[config.mk]
export PLATFORM = sky130hd
export DESIGN_NAME = ccff_loader
export DESIGN_NICKNAME = d
export VERILOG_FILES = /design/src/rtl/ccff_loader.sv
export SDC_FILE = /design/constraint.sdc
export NUM_CORES = 1
export LEC_CHECK = 0
export CAP_MARGIN = 5
export CORE_MARGIN = 5
export CORE_UTILIZATION = 50
export CTS_CLUSTER_SIZE = 28
export DETAILED_ROUTE_END_ITERATION = 16
export PLACE_DENSITY = 0.83
export SYNTH_ARGS = -nofsm -noshare
export SYNTH_HDL_FRONTEND = slang
export SYNTH_SLANG_ARGS = --single-unit
[constraint.sdc]
create_clock -name clk -period 3.8 [get_ports clk]
set_clock_uncertainty 0.2 [all_clocks]
set_input_delay 0.76 -clock clk [delete_from_list [all_inputs] [get_ports clk]]
set_output_delay 0.76 -clock clk [all_outputs]
set_load 0.005 [all_outputs]
[src/rtl/ccff_loader.sv]
// Serial loader for a configuration flip-flop (CCFF) chain: takes bitstream bytes
// and shifts CHAIN_LEN bits LSB-first into the chain head, tracking tail parity.
module ccff_loader #(
  parameter int CHAIN_LEN = 64
) (
  input  logic       clk,
  input  logic       rst_n,
  input  logic       start,
  input  logic       abort,
  input  logic [7:0] din,
  input  logic       din_valid,
  output logic       din_ready,
  output logic       ccff_head,
  output logic       ccff_shift_en,
  input  logic       ccff_tail,
  output logic       busy,
  output logic       done,
  output logic       cfg_valid,
  output logic       tail_parity,
  output logic [1:0] dbg_state
);

  // dbg_state encoding: 0 IDLE, 1 LOAD, 2 SHIFT, 3 DONE.
  typedef enum logic [1:0] {
    ST_IDLE  = 2'd0,
    ST_LOAD  = 2'd1,
    ST_SHIFT = 2'd2,
    ST_DONE  = 2'd3
  } state_e;

  localparam logic [15:0] LEN16 = 16'(CHAIN_LEN);

  state_e      state_q, state_d;
  logic [7:0]  shreg_q, shreg_d;
  logic [15:0] rem_q, rem_d;
  logic [3:0]  bcnt_q, bcnt_d;
  logic        parity_q, parity_d;
  logic        cfg_valid_q, cfg_valid_d;

  always_ff @(posedge clk or negedge rst_n) begin
    if (!rst_n) begin
      state_q     <= ST_IDLE;
      shreg_q     <= 8'd0;
      rem_q       <= 16'd0;
      bcnt_q      <= 4'd0;
      parity_q    <= 1'b0;
      cfg_valid_q <= 1'b0;
    end else begin
      state_q     <= state_d;
      shreg_q     <= shreg_d;
      rem_q       <= rem_d;
      bcnt_q      <= bcnt_d;
      parity_q    <= parity_d;
      cfg_valid_q <= cfg_valid_d;
    end
  end

  // Handshake: a byte transfers on a rising edge where din_valid && din_ready;
  // din_ready depends only on state, and abort in the same cycle wins over the transfer.
  always_comb begin
    state_d     = state_q;
    shreg_d     = shreg_q;
    rem_d       = rem_q;
    bcnt_d      = bcnt_q;
    parity_d    = parity_q;
    cfg_valid_d = cfg_valid_q;
    case (state_q)
      ST_IDLE: begin
        if (start) begin
          state_d     = ST_LOAD;
          rem_d       = LEN16;
          bcnt_d      = 4'd0;
          shreg_d     = 8'd0;
          parity_d    = 1'b0;
          cfg_valid_d = 1'b0;
        end
      end
      ST_LOAD: begin
        if (abort) begin
          state_d     = ST_IDLE;
          cfg_valid_d = 1'b0;
        end else if (din_valid) begin
          state_d = ST_SHIFT;
          shreg_d = din;
          // A short final byte only contributes its low rem_q bits.
          bcnt_d  = (rem_q >= 16'd8) ? 4'd8 : rem_q[3:0];
        end
      end
      ST_SHIFT: begin
        shreg_d  = {1'b0, shreg_q[7:1]};
        rem_d    = rem_q - 16'd1;
        bcnt_d   = bcnt_q - 4'd1;
        parity_d = parity_q ^ ccff_tail;
        if (abort) begin
          state_d     = ST_IDLE;
          cfg_valid_d = 1'b0;
        end else if (rem_q == 16'd1) begin
          state_d     = ST_DONE;
          cfg_valid_d = 1'b1;
        end else if (bcnt_q == 4'd1) begin
          state_d = ST_LOAD;
        end
      end
      ST_DONE: begin
        state_d = ST_IDLE;
      end
      default: begin
        state_d = ST_IDLE;
      end
    endcase
  end

  assign din_ready     = (state_q == ST_LOAD);
  assign ccff_shift_en = (state_q == ST_SHIFT);
  assign ccff_head     = (state_q == ST_SHIFT) & shreg_q[0];
  assign busy          = (state_q == ST_LOAD) || (state_q == ST_SHIFT);
  assign done          = (state_q == ST_DONE);
  assign cfg_valid     = cfg_valid_q;
  assign tail_parity   = parity_q;
  assign dbg_state     = state_q;

endmodule

==> results of run 1 <==
==> cell type report <==
cell class                 instances  area share, %
tap                               48           2.62
clock buffer                       5           3.01
multi-input combinational        159           46.1
timing repair buffer              24           10.3
inverter                           7           1.15
sequential                        32           35.0
clock inverter                     3           1.86
==> worst max path at each step <==
stage | from | endpoint | slack [ns] | depth (start not counted)
finish | dbg_state[1] | din_ready | 0.84 | 3
global route | dbg_state[1] | din_ready | 0.71 | 3
detailed placement | abort | bcnt_q[3] | 0.81 | 5
CTS | dbg_state[1] | din_ready | 0.82 | 3
global placement | abort | bcnt_q[3] | 0.89 | 5
floorplan | dbg_state[0] | ccff_head | 1.51 | 5
==> routing by layer <==
layer  global-route usage (%)  share of wire, %  vias up
met5                        0                 0        -
met4                     6.47               1.4        0
met3                     3.88               4.2        4
met2                     26.1                48       27
met1                     19.4                46      738
li1                         -                 -      780
==> critical path: stages, from the launching register on <==
cell	delay (ns)
dfrtp_1	0.44
inv_1	0.10
ha_1	0.56
clkdlybuf4s50_1	0.62
==> Yosys cell counts, types with 2 or more instances <==
| master | count | area share, % |
|---|---|---|
| nand4_1 | 2 | 0.65 |
| nand2_1 | 32 | 6.2 |
| a21oi_1 | 10 | 2.6 |
| xnor2_1 | 2 | 0.91 |
| nand3_1 | 6 | 1.6 |
| nor3_1 | 3 | 0.78 |
| a41oi_1 | 2 | 0.91 |
| clkbuf_1 | 6 | 1.2 |
| mux2i_1 | 5 | 2.6 |
| inv_1 | 7 | 1.4 |
| buf_2 | 2 | 0.52 |
| xor2_1 | 7 | 3.2 |
| o31ai_1 | 3 | 1.2 |
| o41ai_1 | 2 | 0.91 |
| ha_1 | 10 | 6.5 |
| o221ai_1 | 2 | 0.91 |
| or4_1 | 5 | 1.9 |
| nor2b_1 | 5 | 1.6 |
| nor4_1 | 4 | 1.3 |
| o21ai_0 | 12 | 3.1 |
| dfrtp_1 | 32 | 42 |
| a22o_1 | 8 | 3.6 |
| or2_2 | 2 | 0.65 |
| nor2_1 | 13 | 2.5 |
| nand2b_1 | 4 | 1.3 |
| and4_2 | 2 | 1.0 |
| or3_1 | 2 | 0.65 |
==> cells by family (layout without fill, tap and decap cells) <==
logic type | after synthesis | after routing
AOI/OAI and AO/OA | 43 | 43
muxes | 6 | 6
xor gates and xnor gates | 9 | 9
buffers and inverters | 17 | 39
adders and majority gates | 10 | 10
and+or+nand+nor | 91 | 91
DFF | 32 | 32
==> stage by stage <==
step / hold slack [ns] / setup WS [ns]
2_1_floorplan: 0.242 / 1.51
3_3_place_gp: 0.257 / 0.888
3_5_place_dp: 0.269 / 0.809
4_1_cts: 0.285 / 0.823
5_1_grt: 0.313 / 0.708
6_report: 0.282 / 0.836
==> placed cells by master (no fill, tap or decap), types with 2 or more instances in the layout <==
cell and n:
nand2_1 32, nor3_1 3, nor2b_1 5, nand2b_1 4, mux2i_1 5, clkbuf_8 5
ha_1 10, inv_1 7, a41oi_1 2, a22o_1 8, o41ai_1 2, nor2_1 13
nand4_1 2, nand3_1 6, o31ai_1 3, dfrtp_1 32, and4_2 2, xor2_1 7
or2_2 2, or3_1 2, buf_4 2, or4_1 5, o221ai_1 2, clkdlybuf4s50_1 22
xnor2_1 2, nor4_1 4, o21ai_0 12, a21oi_1 10
==> registers in the layout, summed over array words and instances (netlist names) <==
register,count
cfg_valid,1
dbg_state,2
shreg_q,8
tail_parity,1
bcnt_q,4
rem_q,16
==> power groups by stage <==
stage | combinational (mW) | clock, mW | sequential (mW)
2_1_floorplan | 0.611 | 0 | 0.585
3_3_place_gp | 0.787 | 0 | 0.613
3_5_place_dp | 0.802 | 0 | 0.620
4_1_cts | 0.808 | 0.331 | 0.613
5_1_grt | 0.898 | 0.350 | 0.632
6_report | 0.801 | 0.321 | 0.614
==> results_dict.tcl, run 1 <==
set metrics [dict create \
    p_int_mw 1.02 \
    antenna_found_initial 0 \
    cts_tree "yes" \
    die_area_um2 5190 \
    synth_nets 232 \
    cts.clk_slew.worst_paths_ns 0.07 \
    fp.coreArea_um2 3690 \
    start_kind "flip-flop" \
    finalHoldViolCount 0 \
    cts_setup_buffers 0 \
    synthAdderAreaFrac_pct 6.50 \
    crit_path_max_fanout 18 \
    initial_core_util_pct 52.2 \
    clock_latency_ns 0.28 \
    firstDrtPassIters 4 \
    grt_overflow 0 \
    area_growth_pct 18.8 \
    hold_class "reg2reg" \
    worst_hold_path.endpoint "shreg_q[0]" \
    switching_share_pct 41.4 \
    grt_max_degree 33 \
    portBuffers 22 \
    min_period_over_period_pct 78.0 \
    design_area_um2 2290 \
    vias 1549 \
    synth-seq-area-share_pct 41.6 \
    dpl.cell_count 270 \
    cts_made_buffers 5 \
    grt_pass1_vias 1448 \
    yosys.area_share.xor_xnor_pct 4.09 \
    fmax_mhz 337 \
    ios 23 \
    async_flop_share_pct 100 \
    r2r_slack_ns 1.26 \
    stdcell_count 278 \
    postLayoutCoreUtil_pct 62.0 \
    dp_hpwl_um 2740 \
    via_per_inst 5.57 \
    fin_setup_tns_ns 0 \
    power_density_nw_per_um2 759 \
    drc_errors 0 \
    cts.sinks 32 \
    rsz0062_at_grt "no" \
    worstSetupEndpointType "primary output" \
    p_sw_mw 0.719 \
    power.share.sequential_pct 35.4 \
    multi_input_area_um2 1050 \
    dpl-instance-area_um2 2180 \
    ir_worst_vdd_v 0.000379 \
    cts_resized 0 \
    relSlewSlack_pct 56.9 \
    synthCells 208 \
    maxCapViolCount 0 \
    htree_levels 2 \
    grt_use_total_pct 15.7 \
    status "completed" \
    cts_root_buf "clkbuf_8" \
    fin_crit_ns 2.96 \
    netlist_area_um2 1930 \
    dieWidth_um 72.1 \
    synthMuxAreaShare_pct 3.18 \
    finalPower_mw 1.74 \
    drive_gt1_share_pct 9.13 \
    synth_top_family_by_area "simple AND/OR/NAND/NOR gates" \
    synth_edf_count 0 \
    grt_pass1_wl_um 6370 \
    final_nets 253 \
    arrival_ns 2.00 \
    cts_hold_buf 0 \
    rr_startpoint "dbg_state[0]" \
    syn_avg_cell_area_um2 9.26 \
    synth_compound_area_share_pct 14.8 \
    crit_required_ns 2.84 \
    rr_endpoint "bcnt_q[3]" \
    post_drt_wl_per_cell_um 13.9 \
    drv_slew 0 \
    synth_ff_type "dfrtp_1" \
    critPathKind "reg2out" \
    pwr-share-clk_pct 18.5 \
    num_antenna_cells 0 \
    reg2regPathDepth 6 \
    ant_nets 0 \
    regArea_um2 801 \
    cts_buffer_depth 2 \
    die_h_um 72.1 \
    drtIter0Drc 92 \
    synth-simple-area-share_pct 26.2 \
    synth.distinct_cells 45 \
    p_leak_nw 0.976 \
    gp_congestion 0.889 \
    layout.filler_cells 336 \
    wl_um 3870 \
    hp-start "shreg_q[0]" \
    yosysWarningCount 0 \
    ys_seq_elements 32 \
    whs_path_depth 2 \
    setup_viol 0 \
    p_comb_share_pct 46.1 \
    rows 22 \
    worst_slew_pin_slew_ns 0.646 \
]
Note: power is estimated with default switching activity, not from simulation.
==> run 2: changes to the inputs <==
==> constraint.sdc (replaced) <==
create_clock -name clk -period 3.1 [get_ports clk]
set_clock_uncertainty 0.2 [all_clocks]
set_input_delay 0.62 -clock clk [delete_from_list [all_inputs] [get_ports clk]]
set_output_delay 0.62 -clock clk [all_outputs]
set_load 0.005 [all_outputs]
==> run 2 against run 1 <==
Effect of this change:
- clock-buffer cell count up 1
- worst setup slack lost 0.41 ns
- global-route usage is 0.60 points higher
- first-iteration DRC count up 40%
- cell count rose by 1.4%
- die area did not move
- register-to-register slack got worse by 0.46 ns
- clock power is 23% higher
- sequential share of layout area down 0.40 points
- hold slack lost 0.0037 ns
- critical endpoint is now ccff_head
- largest cell class unchanged
==> results_dict.tcl, run 2 (same netlist as run 1, synthesis figures left out) <==
set metrics [dict create \
    arrival_ns 1.86 \
    antenna_found_initial 0 \
    drtIter0Drc 129 \
    finalPower_mw 2.17 \
    firstDrtPassIters 4 \
    maxCapViolCount 0 \
    die_area_um2 5190 \
    post_drt_wl_per_cell_um 14.0 \
    cts_tree "yes" \
    cts_buffer_depth 2 \
    crit_required_ns 2.28 \
    via_per_inst 5.59 \
    start_kind "flip-flop" \
    drive_gt1_share_pct 10.3 \
    grt_pass1_wl_um 6680 \
    final_nets 257 \
    fin_setup_tns_ns 0 \
    grt_pass1_vias 1526 \
    cts.clk_slew.worst_paths_ns 0.07 \
    area_growth_pct 20.2 \
    relSlewSlack_pct 70.0 \
    fin_crit_ns 2.68 \
    finalHoldViolCount 0 \
    p_leak_nw 0.997 \
    portBuffers 22 \
    dp_hpwl_um 2780 \
    cts_made_buffers 5 \
    holdWs_ns 0.278 \
    die_h_um 72.1 \
    htree_levels 2 \
    top_regs "rem_q: 16 flops, shreg_q: 8 flops, bcnt_q: 4 flops" \
    crit_path_max_fanout 12 \
    grt_overflow 0 \
    cts.sinks 32 \
    cts_setup_buffers 0 \
    cts_resized 0 \
    power_density_nw_per_um2 937 \
    drv_slew 0 \
    setup_viol 0 \
    wl_um 3940 \
    ios 23 \
    worst_slew_pin_slew_ns 0.446 \
    worstSetupEndpointType "primary output" \
    grt_max_degree 33 \
    drc_errors 0 \
    largest_reg_flops 16 \
    stdcell_count 282 \
    dpl.cell_count 274 \
    regMostFlops "rem_q" \
    ir_worst_vdd_v 0.000407 \
    cts_root_buf "clkbuf_8" \
    status "completed" \
    critPathKind "reg2out" \
    grt_use_total_pct 16.3 \
    layout_common_cells "nand2_1, dfrtp_1, clkdlybuf4s50_1" \
    cts_hold_buf 0 \
    num_antenna_cells 0 \
    min_period_over_period_pct 86.4 \
    fp.coreArea_um2 3690 \
    ant_nets 0 \
    initial_core_util_pct 52.2 \
    rows 22 \
    clock_latency_ns 0.29 \
    rsz0062_at_grt "no" \
    fmax_mhz 373 \
    gp_congestion 0.868 \
    hold_class "reg2reg" \
    dieWidth_um 72.1 \
    vias 1577 \
]
run 2: final timing paths:
check                                to          from  cells after the start  slack (ns)
max                           ccff_head  dbg_state[0]                      5        0.42
min                          shreg_q[0]    shreg_q[0]                      2        0.28
max reg2reg                   rem_q[13]  dbg_state[0]                      6        0.80
min reg2reg                  shreg_q[0]    shreg_q[0]                      2        0.28
max in group asynchronous      rem_q[4]         rst_n                      2        1.86
min in group asynchronous  dbg_state[1]         rst_n                      2        0.54
run 2: per-layer routing:
| metal | up-vias | GRT usage, % | share of wire (%) |
|---|---|---|---|
| met5 | - | 0 | 0 |
| li1 | 793 | - | - |
| met3 | 9 | 2.91 | 4.6 |
| met1 | 739 | 20.4 | 45 |
| met2 | 36 | 27.7 | 49 |
| met4 | 0 | 6.89 | 2.3 |
run 2: critical path, stage by stage (launching register included):
cell and delay, ns:
dfrtp_1 0.44, inv_1 0.13, ha_1 0.18, buf_4 0.19
and2_1 0.14, clkdlybuf4s50_1 0.49
run 2: cell type report:
type / instances / area [µm²]
well taps: 48 / 60.1
clock inverters: 2 / 35.0
flip-flops and latches: 32 / 801
inverters: 7 / 26.3
repair buffers: 28 / 265
fillers: 337 / 1370
clock buffers: 6 / 72.6
multi-input cells: 159 / 1050
run 2: report_power, final:
part / internal [mW] / switching (mW)
clock: 0.238 / 0.157
combinational: 0.459 / 0.560
sequential: 0.579 / 0.175
total: 1.28 / 0.892
run 2: stage by stage:
stage / area [µm²] / setup WS [ns] / util (%)
finish: 2310 / 0.422 / 62.8
CTS: 2310 / 0.392 / 62.8
floorplan: 1930 / 0.950 / -
detailed placement: 2210 / 0.522 / 59.8
global placement: 2210 / 0.557 / 59.8
global route: 2310 / 0.294 / 62.8
